### src/rtl/hazard_ctrl.sv
// rtl/hazard_ctrl.sv - pipeline hazard unit: forwarding, load/branch/mul-div stalls, redirect flush
// Optional mul/div occupancy tracking enabled by defining HAZARD_MULDIV_EN.
module hazard_ctrl #(
  parameter int MD_LAT = 32
) (
  input  logic        clk,
  input  logic        reset,
  input  logic [4:0]  rsD,
  input  logic [4:0]  rtD,
  input  logic [4:0]  rsE,
  input  logic [4:0]  rtE,
  input  logic [4:0]  writeregE,
  input  logic [4:0]  writeregM,
  input  logic [4:0]  writeregW,
  input  logic        regwriteE,
  input  logic        regwriteM,
  input  logic        regwriteW,
  input  logic        memtoregE,
  input  logic        memtoregM,
  input  logic        branchD,
  input  logic        jumpD,
  input  logic        pcsrcD,
  input  logic        mdstartD,
  input  logic        mdstartE,
  input  logic        mdreadD,
  output logic        stallF,
  output logic        stallD,
  output logic        flushD,
  output logic        flushE,
  output logic        forwardAD,
  output logic        forwardBD,
  output logic [1:0]  forwardAE,
  output logic [1:0]  forwardBE,
  output logic        mdbusy,
  output logic [15:0] stallcnt
);

  logic lwstall, branchstall, mdstall, stall;
  logic hitE_d, hitM_d;

`ifdef HAZARD_MULDIV_EN
  typedef enum logic {IDLE, BUSY} md_state_t;
  localparam logic [7:0] MD_LOAD = 8'(MD_LAT - 1);

  md_state_t  state, state_next;
  logic [7:0] cnt, cnt_next;

  always_ff @(posedge clk) begin
    if (reset) begin
      state <= IDLE;
      cnt   <= 8'd0;
    end else begin
      state <= state_next;
      cnt   <= cnt_next;
    end
  end

  always_comb begin
    state_next = state;
    cnt_next   = cnt;
    case (state)
      IDLE: if (mdstartE) begin
        state_next = BUSY;
        cnt_next   = MD_LOAD;
      end
      BUSY: begin
        // a new mdstartE while busy is dropped, the unit is not pipelined
        if (cnt == 8'd0) state_next = IDLE;
        else             cnt_next   = cnt - 8'd1;
      end
      default: state_next = IDLE;
    endcase
  end

  assign mdbusy  = (state == BUSY) & ~reset;
  assign mdstall = mdbusy & (mdreadD | mdstartD);
`else
  logic unused_md;
  assign unused_md = ^{mdstartD, mdstartE, mdreadD};
  assign mdbusy    = 1'b0;
  assign mdstall   = 1'b0;
`endif

  assign hitE_d = (writeregE != 5'd0) & ((writeregE == rsD) | (writeregE == rtD));
  assign hitM_d = (writeregM != 5'd0) & ((writeregM == rsD) | (writeregM == rtD));

  assign lwstall     = memtoregE & hitE_d;
  assign branchstall = branchD & ((regwriteE & hitE_d) | (memtoregM & hitM_d));
  assign stall       = (lwstall | branchstall | mdstall) & ~reset;

  always_comb begin
    forwardAE = 2'b00;
    forwardBE = 2'b00;
    if (rsE != 5'd0 && regwriteM && writeregM == rsE)      forwardAE = 2'b10;
    else if (rsE != 5'd0 && regwriteW && writeregW == rsE) forwardAE = 2'b01;
    if (rtE != 5'd0 && regwriteM && writeregM == rtE)      forwardBE = 2'b10;
    else if (rtE != 5'd0 && regwriteW && writeregW == rtE) forwardBE = 2'b01;
    forwardAD = (rsD != 5'd0) & regwriteM & (writeregM == rsD);
    forwardBD = (rtD != 5'd0) & regwriteM & (writeregM == rtD);
    if (reset) begin
      forwardAE = 2'b00;
      forwardBE = 2'b00;
      forwardAD = 1'b0;
      forwardBD = 1'b0;
    end
  end

  // a stalled redirect must not squash the instruction it is waiting on
  assign stallF = stall;
  assign stallD = stall;
  assign flushE = stall | reset;
  assign flushD = ((pcsrcD | jumpD) & ~stall) | reset;

  always_ff @(posedge clk) begin
    if (reset)                            stallcnt <= 16'd0;
    else if (stall && stallcnt != 16'hFFFF) stallcnt <= stallcnt + 16'd1;
  end

endmodule

### config.mk
export PLATFORM = sky130hd
export DESIGN_NAME = hazard_ctrl
export DESIGN_NICKNAME = d
export VERILOG_FILES = /design/src/rtl/hazard_ctrl.sv
export SDC_FILE = /design/constraint.sdc
export NUM_CORES = 1
export LEC_CHECK = 0
export BUFFER_PORTS_ARGS = -buffer_cell sky130_fd_sc_hd__buf_2
export CAP_MARGIN = 20
export CORE_UTILIZATION = 50
export DETAILED_ROUTE_END_ITERATION = 10
export GPL_TIMING_DRIVEN = 0
export PLACE_DENSITY = 0.95
export SLEW_MARGIN = 20
export SYNTH_ARGS = -nofsm -noshare
export SYNTH_HDL_FRONTEND = slang
export SYNTH_SLANG_ARGS = --single-unit
export TNS_END_PERCENT = 10
### constraint.sdc
create_clock -name clk -period 3.8 [get_ports clk]
set_input_delay 0.76 -clock clk [delete_from_list [all_inputs] [get_ports clk]]
set_output_delay 0.76 -clock clk [all_outputs]
set_load 0.01 [all_outputs]
======== Yosys cells after proc, flatten, opt, wreduce, memory -nomap -nowiden ========
Cells that the tools add are included.
storage, ports and cells
  register bits ........................... 16
  latch bits .............................. 0
  memory bits (writable) .................. 0
  bits in read-only memories .............. 0
  input bits .............................. 48
  output and inout bits ................... 27
  word-level logic and storage cells ...... 55
  memories kept ........................... 0
operators by class
  $add $sub $neg .......................... 1
  multiply operators ...................... 0
  div/mod/pow operators ................... 0
  order comparisons ....................... 0
  equality and inequality tests ........... 9
  shifts and indexed selects .............. 0
  muxes and demuxes ....................... 8
  bitwise gates (word level) .............. 21
  reductions and logical operators ........ 15
operator list
  cell                                            count
  == test 5 bit                                   8
  nonzero test 5 bit                              6
  adder 16 x 1 -> 16 bit (second input constant)  1
  inequality test 16 bit (second input constant)  1
  bitwise AND 1 bit                               12
  logical AND 1 bit                               9
  two-way mux 2 bit                               4
  bitwise OR 1 bit                                7
  two-way mux 1 bit                               4
  inverter 1 bit                                  2

======== Longest topological paths before layout ========
  word-level depth ........................ 11
  depth in mapped cells ................... 10
  gate-level depth less buffers ........... 8

======== Least setup slack after synthesis ========
Ideal clock, no wire load.
  kind .................................... input-to-output
  from .................................... input port writeregM[2]
  to ...................................... output port stallF
  data arrival time ....................... 2.148 ns
  data required time ...................... 3.040 ns
  slack ................................... 0.892 ns
  stages on the path ...................... 7
  path buffers ............................ 2
  cell sequence ........................... buf_2 or4_4 o211ai_2 a21oi_1 a21o_1 nor2b_1 buf_4
between the ends
  longest elaborated chain between the ends .. 8
  elaborated cells between the ends (all ways) .. 10
  those cells by class .................... 2 x eq/ne; 7 x bitwise; 1 x reduce/logical
ends and longest elaborated chain
  what                   RTL line  text
  from (decl)            13        input logic [4:0] writeregM,
  == test 5 bit          85        assign hitM_d = (writeregM != 5'd0) & ((writeregM == rsD) | (writeregM == rtD));
  bitwise OR 1 bit       85
  bitwise AND 1 bit (*)  85
  bitwise AND 1 bit (*)  88        assign branchstall = branchD & ((regwriteE & hitE_d) | (memtoregM & hitM_d));
  bitwise OR 1 bit (*)   88
  bitwise AND 1 bit (*)  88
  bitwise OR 1 bit (*)   89        assign stall = (lwstall | branchstall | mdstall) & ~reset;
  bitwise AND 1 bit (*)  89
  to (decl)              26        output logic stallF,
Mark *: on every way between the ends. The rest lies on a longest branch, timed or not.

======== Final worst setup path ========
Same ends and word-level chain as after synthesis.

==> results.md <==
- Status: finished with violations
- Failing checks: design-rule violations
- Layout cells sized above 1: 0.345
- Vias: 1709
- Antenna-violating nets left: 0
- Pwr dens: 208 nW/µm²
- Critical-path maximum fanout: 5
- # fillers: 244
- Crit-path cells: buf_2 -> or4_4 -> o211ai_2 -> a21oi_1 -> a21o_1 -> nor2b_1 -> buf_4 -> buf_2
- Total GRT Usage: 0.252
- Pleak: 0.818 nW
- Clock Tree Buf Depth: 2
- Rel. slew slack: 0.649
- Seq/Total Area, Yosys: 0.209
- Chip width: 57.3 µm
- Top-count cell post-synth: xnor2_1
- Die ar.: 3290 µm²
- Final slew viol count: 0
- Top post-synthesis cells by count: xnor2_1 (31), nor2_1 (19), dfxtp_1 (16), nand2_1 (13), a21oi_1 (12)
- Syn_nets: 247
- # H-tree levels: 1
- CP Capture Type: primary output
- Top cell type's share of synthesized area: 0.209
- 1st-iter DRT viols: 95
- Clock skew: 0.00241 ns
- CTS buffer count: 3
- Post-synthesis register bit count: 16
- Drt wl/cell: 13.4 µm
- Peak supply drop: 0.000177 V
- Top cell by count, worst path: buf_2
- Cts repair resizes: 0
- Final worst setup slack: 0.714 ns
- Avg Inst Size Synth: 7.73 µm²
- WP data required: 3.04 ns
- Largest net degree at the start of global routing: 11
- Synth warn: 0
- Final setup TNS: 0 ns
- Initial core utilization: 0.541
- Wirelength, routed: 3.99 mm
- HPWL after DPL: 3.29 mm
- Routed vias/inst: 5.73
- Most used flip-flop cell after synthesis: dfxtp_1
- Hold Vio Cnt, Final: 0
- Clk sinks: 16
- Die Ht: 57.3 µm
- Max cap viols: 0
- Asr flop ratio synth: 0
- GRT overflow: 0
- Antenna diodes: 0
- Post-synth EDFFs: 0
- Max FFs per register: 16
- Top Family by Delay on Critical Path: simple AND/OR/NAND/NOR gates
- Number of I/O port buffers: 65
- Cell Rows: 19
- Cts hold-fix bufs: 0
- Fin crit share: 0.812
- Reg clk slew, reported paths: 0.09 ns
- Area of the core: 2830 µm²
- CTS tree: done
- Startpoint Class: input pin
- Setup WS pre-CTS: 0.720 ns
- CP Class: input pin to primary output
- Synth area leader: dfxtp_1
- Mapped Cells: 198
- Antenna violations before repair: 0
- NumNets Final: 317
- DR pass1 iterations: 8
- Clock Tree Root: clkbuf_4
- # Post-CTS Setup Buffers: 0
- Layout Area Growth over Synthesis: 26.1%
- Critical Path AT: 2.33 ns
- CP Buf/Inv Count: 3
- Largest Register: stallcnt
- RD Place Congestion: 0.943
- Achievable Freq: 324 MHz
- Hold crit path type: flip-flop to flip-flop
- Number of top-level pins: 75
- Global-route wire length before repair: 6.61 mm
- Top cells by area, synth: dfxtp_1 (21%), xnor2_1 (18%), xor2_1 (5.7%)
- RSZ-0062 raised after global routing: no
- Yosys cell types: 40
- Worst skew pair latency: 0.29 ns
- Crit path time final: 3.09 ns
- Slowest cell on the critical path: or4_4
- Setup violations, final: 0
- Residual DRC: 4
- Cell Area, Synth: 1530 µm²
- Worst Tran Pin Value: 0.522 ns
- Worst stage delay on the critical path: 0.51 ns
- Biggest regs: stallcnt: 16 flops
- Vias in the first global route: 1548
## metal layers
layer / global-route usage / share of wire
met1: 0.327 / 0.44
met2: 0.427 / 0.49
met3: 0.0544 / 0.051
met4: 0.0592 / 0.017
met5: 0 / 0
## worst register-to-register path: stages (launching register included)
cell and delay, ns:
dfxtp_1 0.40, ha_1 0.24, nand2_1 0.14, nor4_4 0.42, nand2_1 0.09, and3_1 0.21, nor2_1 0.32, or2_2 0.19
mux2_2 0.32
## path summary, 6_finish.rpt
| check | from | end | slack [ns] | cells after the start |
|---|---|---|---|---|
| worst max-delay path | writeregM[2] | stallF | 0.71 | 8 |
| worst min-delay path | stallcnt[13] | stallcnt[13] | 0.50 | 2 |
| worst max register to register | stallcnt[0] | stallcnt[3] | 1.39 | 8 |
| worst min register to register | stallcnt[13] | stallcnt[13] | 0.50 | 2 |
## where the power goes
part | total [mW] | internal (mW) | switching [mW]
sequential | 0.169 | 0.168 | 0.000915
combinational | 0.120 | 0.0581 | 0.0616
clock | 0.114 | 0.0584 | 0.0553
## layout by cell type, fill, tap and decap left out, drive strengths merged, types with 6 or more instances in the layout
master  Yosys  final
nor2       19     19
xor2       10     10
inv         6      6
nand2      13     13
nor4        7      7
buf         7     72
xnor2      31     31
nand4      10     10
nand3       7      7
clkbuf      5      9
dfxtp      16     16
nor2b       9      9
nor3        9      9
a21oi      12     12
## metrics by stage
| step | hold WS (ns) | power (mW) | std cells | utilization | cell area (µm²) |
|---|---|---|---|---|---|
| 6_report | 0.505 | 0.403 | 298 | 0.683 | 1930 |
| 5_1_grt | 0.524 | 0.430 | 298 | 0.683 | 1930 |
| 4_1_cts | 0.499 | 0.405 | 298 | 0.683 | 1930 |
| 3_5_place_dp | 0.485 | 0.293 | 294 | 0.670 | 1900 |
| 3_3_place_gp | 0.470 | 0.289 | 294 | 0.670 | 1900 |
| 2_1_floorplan | 0.506 | 0.244 | 198 | - | 1530 |
## logic make-up (layout without fill, tap and decap cells)
logic type      Yosys count  count (layout)  share of synthesized area
mux                       6               6                     0.0457
flops                    16              16                      0.209
xor+xnor                 41              41                      0.234
fa+ha+maj                 1               1                    0.00817
simple gates             89              89                      0.324
buf+inv                  18              87                     0.0613
other cells               1               1                    0.00245
compound gates           26              26                      0.114
## final cells by class
class,count,area [µm²],area share
clock buffer,4,36.3,0.0188
tap,31,38.8,0.0201
multi-input combinational,164,1120,0.578
sequential,16,320,0.166
buffer,12,71.3,0.0369
inverter,6,22.5,0.0117
timing repair buffer,65,325,0.168
Note: power is estimated with default switching activity, not from simulation.
